`src/rtl/mux4_scan_if.sv`:
```
// mux4_scan_if: bundles the signals between the scan sequencer and its
// surroundings: the mux select/output pair and the result handshake.
//   start   : scan request into the sequencer
//   s1, s2  : mux select MSB/LSB out of the sequencer
//   mux_out : mux output into the sequencer
//   word    : 4-bit scan result, bit k = channel k sample
//   valid   : word holds a new, unconsumed result
//   ready   : consumer accepts word
//   busy    : sequencer is not idle
// master = sequencer side, slave = mux/consumer side.
interface mux4_scan_if;
  logic       start;
  logic       s1;
  logic       s2;
  logic       mux_out;
  logic [3:0] word;
  logic       valid;
  logic       ready;
  logic       busy;

  modport master (
    input  start, mux_out, ready,
    output s1, s2, word, valid, busy
  );

  modport slave (
    output start, mux_out, ready,
    input  s1, s2, word, valid, busy
  );
endinterface

```
`src/rtl/mux4_scan_seq.sv`:
```
// mux4_scan_seq: steps a 4:1 mux through channels 0..3, holds each select
// for SETTLE cycles, samples the mux output on the last cycle and offers the
// four samples as one word on a valid/ready handshake.
// Ports:
//   clk  : rising-edge clock
//   rst  : asynchronous active-high reset
//   bus  : mux4_scan_if.master (start, s1, s2, mux_out, word, valid, ready, busy)
// Parameter:
//   SETTLE : cycles each select value is held before sampling (1..15)
// Optional feature macro:
//   MUX4_SCAN_CONT_EN : when defined, a completed handshake immediately
//                       starts the next scan instead of returning to idle.
module mux4_scan_seq #(
  parameter int unsigned SETTLE = 2
) (
  input  logic           clk,
  input  logic           rst,
  mux4_scan_if.master    bus
);

  localparam int unsigned CNT_W  = 4;
  localparam int unsigned WORD_W = 4;
  localparam logic [CNT_W-1:0] RELOAD = CNT_W'(SETTLE - 1);

  typedef enum logic [1:0] {
    S_IDLE,
    S_WAIT,
    S_DONE
  } state_t;

  state_t              state;
  logic [1:0]          sel;
  logic [CNT_W-1:0]    cnt;
  logic [WORD_W-1:0]   shd;
  logic [WORD_W-1:0]   shd_cap;
  logic [WORD_W-1:0]   word_q;
  logic                valid_q;
  logic                busy_q;

  // Shadow with the current channel's sample merged in, so the last channel
  // lands in word on the same edge it is captured.
  always_comb begin
    shd_cap      = shd;
    shd_cap[sel] = bus.mux_out;
  end

  assign bus.s1    = sel[1];
  assign bus.s2    = sel[0];
  assign bus.word  = word_q;
  assign bus.valid = valid_q;
  assign bus.busy  = busy_q;

  // Scan FSM with all outputs held in registers.
  always_ff @(posedge clk or posedge rst) begin
    if (rst) begin
      state   <= S_IDLE;
      sel     <= 2'd0;
      cnt     <= '0;
      shd     <= '0;
      word_q  <= '0;
      valid_q <= 1'b0;
      busy_q  <= 1'b0;
    end else begin
      case (state)
        S_IDLE: begin
          if (bus.start) begin
            sel    <= 2'd0;
            cnt    <= RELOAD;
            shd    <= '0;
            busy_q <= 1'b1;
            state  <= S_WAIT;
          end
        end

        S_WAIT: begin
          if (cnt != '0) begin
            cnt <= cnt - CNT_W'(1);
          end else begin
            shd <= shd_cap;
            if (sel != 2'd3) begin
              sel <= sel + 2'd1;
              cnt <= RELOAD;
            end else begin
              word_q  <= shd_cap;
              valid_q <= 1'b1;
              state   <= S_DONE;
            end
          end
        end

        S_DONE: begin
          if (valid_q && bus.ready) begin
            valid_q <= 1'b0;
            sel     <= 2'd0;
`ifdef MUX4_SCAN_CONT_EN
            // Continuous mode: rearm immediately, busy stays high.
            cnt     <= RELOAD;
            shd     <= '0;
            state   <= S_WAIT;
`else
            busy_q  <= 1'b0;
            state   <= S_IDLE;
`endif
          end
        end

        default: begin
          state <= S_IDLE;
        end
      endcase
    end
  end

endmodule

```
`src/flat_wrapper.sv`:
```
// flat-port wrapper written by rule: the top's interface ports become plain ports
module mux4_scan_seq_flat 
#(
  parameter int unsigned SETTLE = 2
)
  (clk, rst, bus_start, bus_mux_out, bus_ready, bus_s1, bus_s2, bus_word, bus_valid, bus_busy);
  mux4_scan_if bus_i ();
  input  logic clk;
  input  logic rst;
  input wire logic [$bits(bus_i.start)-1:0] bus_start;
  input wire logic [$bits(bus_i.mux_out)-1:0] bus_mux_out;
  input wire logic [$bits(bus_i.ready)-1:0] bus_ready;
  output wire logic [$bits(bus_i.s1)-1:0] bus_s1;
  output wire logic [$bits(bus_i.s2)-1:0] bus_s2;
  output wire logic [$bits(bus_i.word)-1:0] bus_word;
  output wire logic [$bits(bus_i.valid)-1:0] bus_valid;
  output wire logic [$bits(bus_i.busy)-1:0] bus_busy;
  assign bus_i.start = bus_start;
  assign bus_i.mux_out = bus_mux_out;
  assign bus_i.ready = bus_ready;
  assign bus_s1 = bus_i.s1;
  assign bus_s2 = bus_i.s2;
  assign bus_word = bus_i.word;
  assign bus_valid = bus_i.valid;
  assign bus_busy = bus_i.busy;
  mux4_scan_seq #(.SETTLE(SETTLE)) u_core (.clk(clk), .rst(rst), .bus(bus_i));
endmodule
```
`config.mk`:
```
export PLATFORM = sky130hd
export DESIGN_NAME = mux4_scan_seq_flat
export DESIGN_NICKNAME = d
export VERILOG_FILES = /design/src/rtl/mux4_scan_if.sv /design/src/rtl/mux4_scan_seq.sv /design/src/flat_wrapper.sv
export SDC_FILE = /design/constraint.sdc
export NUM_CORES = 1
export LEC_CHECK = 0
export ABC_AREA = 1
export ABC_CLOCK_PERIOD_IN_PS = 2100
export CAP_MARGIN = 20
export CORE_ASPECT_RATIO = 0.7
export CORE_UTILIZATION = 40
export DETAILED_ROUTE_END_ITERATION = 12
export PLACE_DENSITY_LB_ADDON = 0.2
export SETUP_SLACK_MARGIN = 0.3
export SYNTH_ARGS = -nofsm -noshare
export SYNTH_HDL_FRONTEND = slang
export SYNTH_SLANG_ARGS = --single-unit
```
`constraint.sdc`:
```
create_clock -name clk -period 2.1 [get_ports clk]
set_clock_uncertainty 0.2 [all_clocks]
set_input_delay 0.21 -clock clk [delete_from_list [all_inputs] [get_ports clk]]
set_output_delay 0.21 -clock clk [all_outputs]
set_load 0.1 [all_outputs]
```
After elaboration in Yosys (flattened, before gate mapping) --
Index checks and enable logic that the tools add are counted.
Storage, ports and cells: logic and storage cells 62, bits in registers 18, output and inout port bits 8
Operators by class: equality and inequality tests 9, $lt $le $gt $ge 2, multiplexer cells 25, reductions and logical operators 15, bitwise operators 2, $add $sub $neg 2
Operators with widths (count):
- two-way mux 4 bit | 5
- one-hot mux 4 bit (2 select lines) | 2
- two-way mux 2 bit | 7
- one-hot mux 2 bit (3 select lines) | 2
- AND reduction 3 bit | 4
- != test 2 bit (second input constant) | 4
- AND reduction 4 bit | 2
- nonzero test 2 bit | 3
- two-way mux 1 bit | 5
- AND reduction 5 bit | 1
- bitwise mux 4 bit | 1
- != test 2 x 1 -> 1 bit (second input constant) | 2
- one-hot mux 1 bit (2 select lines) | 2
- nonzero test 4 bit | 1
- subtractor 4 x 1 -> 4 bit (second input constant) | 1
- < comparator 2 x 3 -> 1 bit (second input constant) | 1
- != test 3 x 1 -> 1 bit (second input constant) | 1
- nonzero test 3 bit | 1
- adder 2 x 1 -> 2 bit (second input constant) | 1
- demux 1 bit (select 2 bit) | 1
- equality test 2 x 1 -> 1 bit (second input constant) | 1
- equality test 2 bit (second input constant) | 1
- greater-or-equal comparator 2 x 1 -> 1 bit (second input constant) | 1
- logical AND 1 bit | 2
- 2 further kinds | 3

Depth between registers and ports, before layout --
Gate-level depths: netlist of run 1.
depth after elaboration 7, depth in mapped cells 7, mapped depth without buffers 7

Worst setup path before layout of run 1 --
Ideal clock, no wire load.
kind reg-to-reg, from register u_core.sel[0], to register u_core.word_q[0] (netlist: u_core.bus.word[0]), cell stages (with the launch flop) 6, buffers on the path 1, setup slack 37 ps, data arrival time 1739 ps, data required time 1777 ps, period minus slack after synthesis 2063 ps, cell sequence dfrtp_1 ha_1 nand4_4 buf_6 nand2_1 o21ai_2
Between the ends: word-level cells in the longest chain between the ends 5, elaborated cells between the ends (all ways) 9
Ends and longest elaborated chain:
- start: declaration | RTL line mux4_scan_seq.sv:32 | logic [1:0] sel;
- start signal: assignment | RTL line mux4_scan_seq.sv:81 | sel <= sel + 2'd1;
- < comparator 2 x 3 -> 1 bit (implied by the code) or greater-or-equal comparator 2 x 1 -> 1 bit (tied branches) | RTL line mux4_scan_seq.sv:44 | shd_cap[sel] = bus.mux_out;
- logical AND 1 bit (implied by the code) | RTL line mux4_scan_seq.sv:44
- two-way mux 1 bit (implied by the code) | RTL line mux4_scan_seq.sv:44
- demux 1 bit (select 2 bit)
- bitwise mux 4 bit | RTL line mux4_scan_seq.sv:44
- end signal: assignment | RTL line mux4_scan_seq.sv:84 | word_q <= shd_cap;
- end: declaration | RTL line mux4_scan_seq.sv:36 | logic [WORD_W-1:0] word_q;
Parallel ways exist; a longest one is shown, timed or not. A chain may end at the register's enable or synchronous reset.

Final worst setup path of run 1 --
from register u_core.cnt[0], to register u_core.cnt[3]
Between the ends: word-level cells in the longest chain between the ends 3, elaborated cells between the ends (all ways) 6
Ends and longest elaborated chain:
- start: declaration | RTL line mux4_scan_seq.sv:33 | logic [CNT_W-1:0] cnt;
- start signal: assignment | RTL line mux4_scan_seq.sv:77 | cnt <= cnt - CNT_W'(1);
- subtractor 4 x 1 -> 4 bit or nonzero test 4 bit (tied branches) | RTL line mux4_scan_seq.sv:77, mux4_scan_seq.sv:76
- two-way mux 4 bit or != test 3 x 1 -> 1 bit (tied branches)
- one-hot mux 4 bit (2 select lines) or AND reduction 3 bit (tied branches)
Parallel ways exist; a longest one is shown, timed or not.

==> flow_metrics.tcl, run 1 <==
set metrics [dict create \
    cp_max_fo 12 \
    layout-drive-gt1-share_pct 17.2 \
    status "complete, no violations" \
    drv_slew 0 \
    fmax_mhz 618 \
    antenna_cells 0 \
    slew_headroom_pct 79.0 \
    io_buffer_count 12 \
    avgSynthCellArea_um2 8.39 \
    setup_violations 0 \
    cts_tree "built" \
    cts.clk_slew.worst_paths_ns 0.10 \
    grt_max_degree 19 \
    via_per_inst 4.75 \
    start_util_pct 44.1 \
    dp_hpwl_um 1390 \
    clkSinkCount 18 \
    netlist_instances 118 \
    mostFrequentLayoutCells "41 x nand2_1, 16 x dfrtp_1, 13 x inv_1" \
    worst_setup_path_start_kind "register" \
    drv_cap 0 \
    hold_class "primary input to asynchronous set/reset pin" \
    nets 146 \
    r2r_start "u_core.cnt[0]" \
    clock_latency_ns 0.29 \
    via_count 789 \
    grtUsageTotal_pct 16.6 \
    final_common_cell "nand2_1" \
    grt_pass1_wl_um 3100 \
    synthesis.nets 129 \
    post-route-drc-count 0 \
    yosysWarnings 0 \
    areaGrowthSynthToFinish_pct 17.7 \
    core_um2 2240 \
    io_pins 13 \
    drt_iter0_drc 42 \
    die_area_um2 2680 \
    synth_cell_types 20 \
    clockRootBuffer "clkbuf_4" \
    ant_nets 0 \
    htree_levels 1 \
    post_cts_resized 0 \
    gp_congestion 0.733 \
    tightest_slew_ns 0.316 \
    r2r_setup_slack_ns 0.48 \
    finalHoldViolations 0 \
    overflow 0 \
    row_count 14 \
    endpoint_kind "register" \
    cts_setup_buffers 0 \
    worstPathRequired_ns 2.13 \
    setup_tns_ns 0 \
    hold_buffers 0 \
    cts_buffers 3 \
    min_period_ns 1.62 \
    worstPathArrival_ns 1.65 \
    worstSetupPathType "register to register" \
    die_w_um 61.5 \
    avgRoutedWirePerCell_um 10.8 \
    wirelength_um 1790 \
    syn_area_um2 990 \
    drtPass1Iterations 5 \
    rsz0062_at_grt "no" \
    cts.path.max_buffers 2 \
    ys_seq_area_share_pct 45.5 \
    ys_ff_latch 18 \
    dieHeight_um 43.6 \
    antenna_found_initial 0 \
    final.period_utilization_pct 77.0 \
    worstSetupStartpoint "u_core.cnt[0]" \
    grt_pass1_vias 691 \
]
## cell families after synthesis
kind of cell | count (synthesis) | share of synthesized area (%)
buffers and inverters | 15 | 6.45
flip-flops | 18 | 45.5
AND/OR/NAND/NOR | 61 | 29.1
XOR/XNOR | 1 | 0.885
adder cells (fa/ha/maj) | 6 | 7.59
AO/OA/AOI/OAI | 17 | 10.5
## per-layer routing
layer / wire length (um) / up-vias / track usage (%)
met5: 0 / - / 0
met4: 11 / 0 / 5.33
met3: 99 / 2 / 7.16
met2: 728 / 18 / 23.0
met1: 948 / 357 / 23.4
li1: - / 412 / -
## Yosys cell counts (all sizes together)
cell type  number  share of area [%]
nand2          42                 16
dfrtp          18                 46
inv            14                5.3
o21ai          12                7.2
nand3           8                4.0
nor2            8                5.4
ha              6                7.6
o211ai          3                2.3
a21oi           2                1.0
nand4           2                2.8
buf             1                1.1
or2             1               0.63
xor2            1               0.89
## stage by stage
stage               setup slack [ns]  utilization [%]  hold slack (ns)  instance area, um^2  cells
detailed placement             0.409             50.3            0.270                 1130    162
finish                         0.482             52.0           0.0294                 1160    166
global placement               0.471             50.3            0.265                 1130    162
CTS                            0.462             52.0           0.0214                 1160    166
global route                   0.312             52.0           0.0469                 1160    166
floorplan                      0.300                -          -0.0516                  992    118
## area by class of cell
class,count,area (um^2)
Fill cell,232,1080
Multi-Input combinational cell,85,475
Sequential cell,18,453
Timing Repair Buffer,13,108
Inverter,14,52.6
Tap cell,32,40.0
Clock buffer,4,36.3
## final timing paths
| path | to | depth (start not counted) |
|---|---|---|
| min | u_core.shd[2] | 3 |
| max in group asynchronous | u_core.sel[0] | 3 |
| min in group clk | u_core.bus.word[1] | 2 |
| min reg2reg | u_core.bus.word[1] | 2 |
| max reg2reg | u_core.cnt[3] | 6 |
| max | u_core.cnt[3] | 6 |
## critical path: stages (launching register included)
cell     delay [ns]
dfrtp_1        0.40
inv_1          0.13
ha_1           0.25
nand4_4        0.23
nand2_1        0.22
nand2_1        0.07
nand2_1        0.06
## flip-flops by register name, summed over array words and instances (netlist names)
register	count
u_core.bus.word	4
u_core.bus.valid	1
u_core.shd	4
u_core.cnt	4
u_core.state	2
u_core.sel	2
u_core.bus.busy	1
Power of run 1 is not shown: default switching activity piles up to over one toggle a cycle in this logic, so the estimate is an artifact.
==> run 2: changes to the inputs <==
ABC_CLOCK_PERIOD_IN_PS = 1700   (was 2100)
clock period = 1.7 ns   (was 2.1 ns; I/O delays follow)
==> run 2 against run 1 <==
Against the previous run: die area did not move; critical path depth rose by 1; highest routed layer unchanged; largest cell class unchanged; register-to-register slack got worse by 0.28 ns; non-clock buffer count increased by 16; maximum frequency increased by 7.7%; worst setup slack got worse by 0.28 ns; sequential share of layout area shrank 8.3 points.
==> flow_metrics.tcl, run 2 (same netlist as run 1, synthesis figures left out) <==
set metrics [dict create \
    hold_class "primary input to register" \
    register_area_um2 462 \
    drv_cap 0 \
    status "complete, no violations" \
    start_util_pct 44.1 \
    cp_cell_sequence "ha_4, nor2_1, nand3_1, nand2_2, nand2_2, nand2_2, nand2_1" \
    wirelength_um 2410 \
    setup_violations 0 \
    row_count 14 \
    cts_buffers 3 \
    drt_iter0_drc 39 \
    cts.clk_slew.worst_paths_ns 0.11 \
    nets 162 \
    endpoint_kind "register" \
    worstPathRequired_ns 1.70 \
    cp_max_fo 5 \
    dp_hpwl_um 1570 \
    dieHeight_um 43.6 \
    worstSetupPathType "register to register" \
    worst_setup_path_start_kind "register" \
    rsz0062_at_grt "yes" \
    cts.path.max_buffers 2 \
    crit_path_frequent_cell "nand2_2" \
    drtPass1Iterations 4 \
    dp_cells 163 \
    grt_max_degree 19 \
    cts_tree "built" \
    multi_input_area_um2 572 \
    via_count 900 \
    overflow 0 \
    setup_tns_ns 0 \
    die_area_um2 2680 \
    ant_nets 0 \
    avgRoutedWirePerCell_um 13.2 \
    tightest_slew_ns 0.338 \
    grt_pass1_wl_um 3780 \
    slew_headroom_pct 77.5 \
    finalHoldViolations 0 \
    drv_slew 0 \
    clock_latency_ns 0.30 \
    die_w_um 61.5 \
    fill_cells 183 \
    post-route-drc-count 0 \
    grt_pass1_vias 852 \
    areaGrowthSynthToFinish_pct 52.7 \
    layout-drive-gt1-share_pct 41.3 \
    grtUsageTotal_pct 20.0 \
    mostFrequentLayoutCells "31 x nand2_1, 13 x dfrtp_1, 11 x buf_4" \
    clockRootBuffer "clkbuf_4" \
    fmax_mhz 666 \
    worstPathArrival_ns 1.50 \
    final_common_cell "nand2_1" \
    io_buffer_count 12 \
    antenna_found_initial 0 \
    core_um2 2240 \
    final_cells 182 \
    slowest_delay_ns 0.53 \
    cp_slowest_cell "dfrtp_4" \
    min_period_ns 1.50 \
    clkSinkCount 18 \
    io_pins 13 \
    gp_congestion 0.780 \
    final.period_utilization_pct 88.3 \
    antenna_cells 0 \
    via_per_inst 4.95 \
    htree_levels 1 \
]
## run 2: cell types whose count changed in the layout (fill, tap and decap cells not counted), moves of 4 or more
cell     previous run  this run
buf_6               0         5
nand2_2             1         8
ha_1                6         2
nand2_1            41        31
buf_12              0         8
## run 2: final timing paths
check                      cells past startpoint          start  slack, ns              end
max                                            7  u_core.sel[0]       0.20    u_core.sel[1]
min                                            3      bus_start       0.24  u_core.bus.busy
max reg2reg                                    7  u_core.sel[0]       0.20    u_core.sel[1]
min reg2reg                                    2  u_core.shd[3]       0.32    u_core.shd[3]
max in group asynchronous                      4            rst       0.53    u_core.sel[0]
min in group asynchronous                      4            rst       0.55    u_core.shd[1]
## run 2: stage by stage
| step | util, % | instance area [um^2] | setup WS [ns] | hold slack [ns] |
|---|---|---|---|---|
| after global placement | 56.6 | 1270 | 0.0410 | 0.274 |
| after CTS | 64.5 | 1450 | 0.203 | 0.243 |
| final | 67.4 | 1510 | 0.198 | 0.243 |
| after floorplan | - | 1020 | 0.146 | -0.0915 |
| after global routing | 67.4 | 1510 | 0.151 | 0.245 |
| after detailed placement | 56.6 | 1270 | 0.00949 | 0.289 |
## run 2: cell type report
cell class	instances	area share [%]
multi-input cells	85	37.8
flip-flops and latches	18	30.5
inverters	14	3.48
well taps	32	2.65
clock buffers	4	2.40
repair buffers	29	23.1
## run 2: routing by layer
| layer | vias to the layer above | global-route usage [%] | routed length, um |
|---|---|---|---|
| met5 | - | 0 | 0 |
| met4 | 0 | 4.00 | 12 |
| met3 | 2 | 6.27 | 167 |
| met2 | 32 | 32.6 | 1170 |
| met1 | 423 | 26.5 | 1060 |
| li1 | 443 | - | - |
## run 2: what timing repair did
action / in CTS / in global routing
resized for setup: 14 / 15
endpoints found under the hold margin: 18 / 0
setup buffers: 12 / 2
setup endpoints to repair: 19 / 16
hold buffers: 1 / 0
pin swaps: 4 / 3
## run 2: worst max-delay path, delay by kind of cell, from the launching register on
| family | cells | cell delay, ns |
|---|---|---|
| AND/OR/NAND/NOR | 6 | 0.48 |
| flip-flops | 1 | 0.53 |
| adder cells (fa/ha/maj) | 1 | 0.19 |
Power of run 2 is left out for the same reason.
==> run 3: changes to the inputs <==
ABC_CLOCK_PERIOD_IN_PS = 1500   (was 1700)
clock period = 1.5 ns   (was 1.7 ns; I/O delays follow)
==> run 3 against run 2 <==
Against the previous run: the flow now finishes with violations (setup timing); non-clock buffer count is 5 higher; final cell count grew 2.7%; via count grew 5.1%; critical path type is now register to output pin.
==> flow_metrics.tcl, run 3 (same netlist as run 1, synthesis figures left out) <==
set metrics [dict create \
    status "finished, violations left" \
    violations "setup timing" \
    io_pins 13 \
    fmax_mhz 667 \
    utilization_pct 73.3 \
    gp_congestion 0.849 \
    min_period_ns 1.50 \
    worstSetupStartpoint "u_core.sel[0]" \
    fin_ws_ns -0.0000191 \
    cp_max_fo 4 \
    via_per_inst 5.06 \
    cts_buffers 3 \
    grt_max_degree 19 \
    die_area_um2 2680 \
    worst_setup_path_start_kind "register" \
    tightest_slew_ns 0.221 \
    die_w_um 61.5 \
    nets 167 \
    avgRoutedWirePerCell_um 13.3 \
    antenna_found_initial 0 \
    antenna_cells 0 \
    slew_headroom_pct 85.1 \
    drv_slew 0 \
    dieHeight_um 43.6 \
    worstSetupPathType "register to output pin" \
    rsz0062_at_grt "yes" \
    hold_class "primary input to register" \
    clock_latency_ns 0.31 \
    ant_nets 0 \
    via_count 946 \
    cts.clk_slew.worst_paths_ns 0.10 \
    drtPass1Iterations 4 \
    grtUsageTotal_pct 22.1 \
    row_count 14 \
    cts.path.max_buffers 2 \
    final_common_cell "nand2_1" \
    final_area_um2 1640 \
    hold_slack_ns 0.199 \
    clkSinkCount 18 \
    layout-drive-gt1-share_pct 56.1 \
    io_buffer_count 12 \
    cts_tree "built" \
    r2r_start "u_core.sel[0]" \
    wirelength_um 2490 \
    start_util_pct 44.1 \
    grt_pass1_wl_um 4000 \
    worstPathArrival_ns 1.15 \
    overflow 0 \
    placed_cell_area_um2 1350 \
    post-route-drc-count 0 \
    worstPathRequired_ns 1.15 \
    finalHoldViolations 0 \
    core_um2 2240 \
    setup_violations 1 \
    grt_pass1_vias 871 \
    htree_levels 1 \
    drt_iter0_drc 42 \
    worstHoldStart "bus_start" \
    final.period_utilization_pct 100 \
    dp_hpwl_um 1680 \
    areaGrowthSynthToFinish_pct 66.0 \
    drv_cap 0 \
    mostFrequentLayoutCells "24 x nand2_1, 14 x buf_4, 13 x nand2_2" \
    endpoint_kind "output pin" \
    pre_cts_ws_ns -0.0405 \
    clockRootBuffer "clkbuf_4" \
]
==> run 3: worst max-delay path, stage by stage (launching register included) <==
cell and delay, ns:
dfrtp_4 0.54, buf_6 0.14, buf_12 0.15
==> run 3: layout make-up <==
type,count,area [um^2]
Fill cell,164,599
Inverter,14,57.6
Sequential cell,18,472
Tap cell,32,40.0
Clock buffer,4,36.3
Timing Repair Buffer,34,394
Multi-Input combinational cell,85,643
==> run 3: final timing paths <==
check                                     endpoint  slack (ns)  cells past startpoint
worst min-delay path               u_core.bus.busy        0.20                      3
worst min register to register  u_core.bus.word[3]        0.32                      2
worst max-delay path                        bus_s2    -0.00002                      2
min in group asynchronous       u_core.bus.word[0]        0.51                      4
worst max register to register       u_core.sel[1]        0.01                      7
max in group asynchronous            u_core.sel[0]        0.41                      4
==> run 3: through the flow <==
step,TNS (ns),cells
finish,-0.0000191,187
global route,-0.155,187
CTS,0,183
detailed placement,-0.182,173
global placement,-0.0963,173
floorplan,-0.258,118
==> run 3: metal layers <==
layer  part of all wire, %  GRT usage [%]  vias to the layer above
li1                      -              -                      459
met1                    41           26.9                      439
met2                    47           33.5                       37
met3                   6.8           6.27                       11
met4                   4.8           15.6                        0
met5                     0              0                        -
==> run 3: what timing repair did <==
| action | CTS | global route |
|---|---|---|
| hold endpoints to repair | 18 | 0 |
| resized for setup | 30 | 23 |
| buffers inserted | 5 | 4 |
| setup endpoints to repair | 25 | 31 |
| cloned | 0 | 0 |
| pin swaps | 7 | 14 |
| hold buffers | 1 | 0 |
Power of run 3 is left out for the same reason.
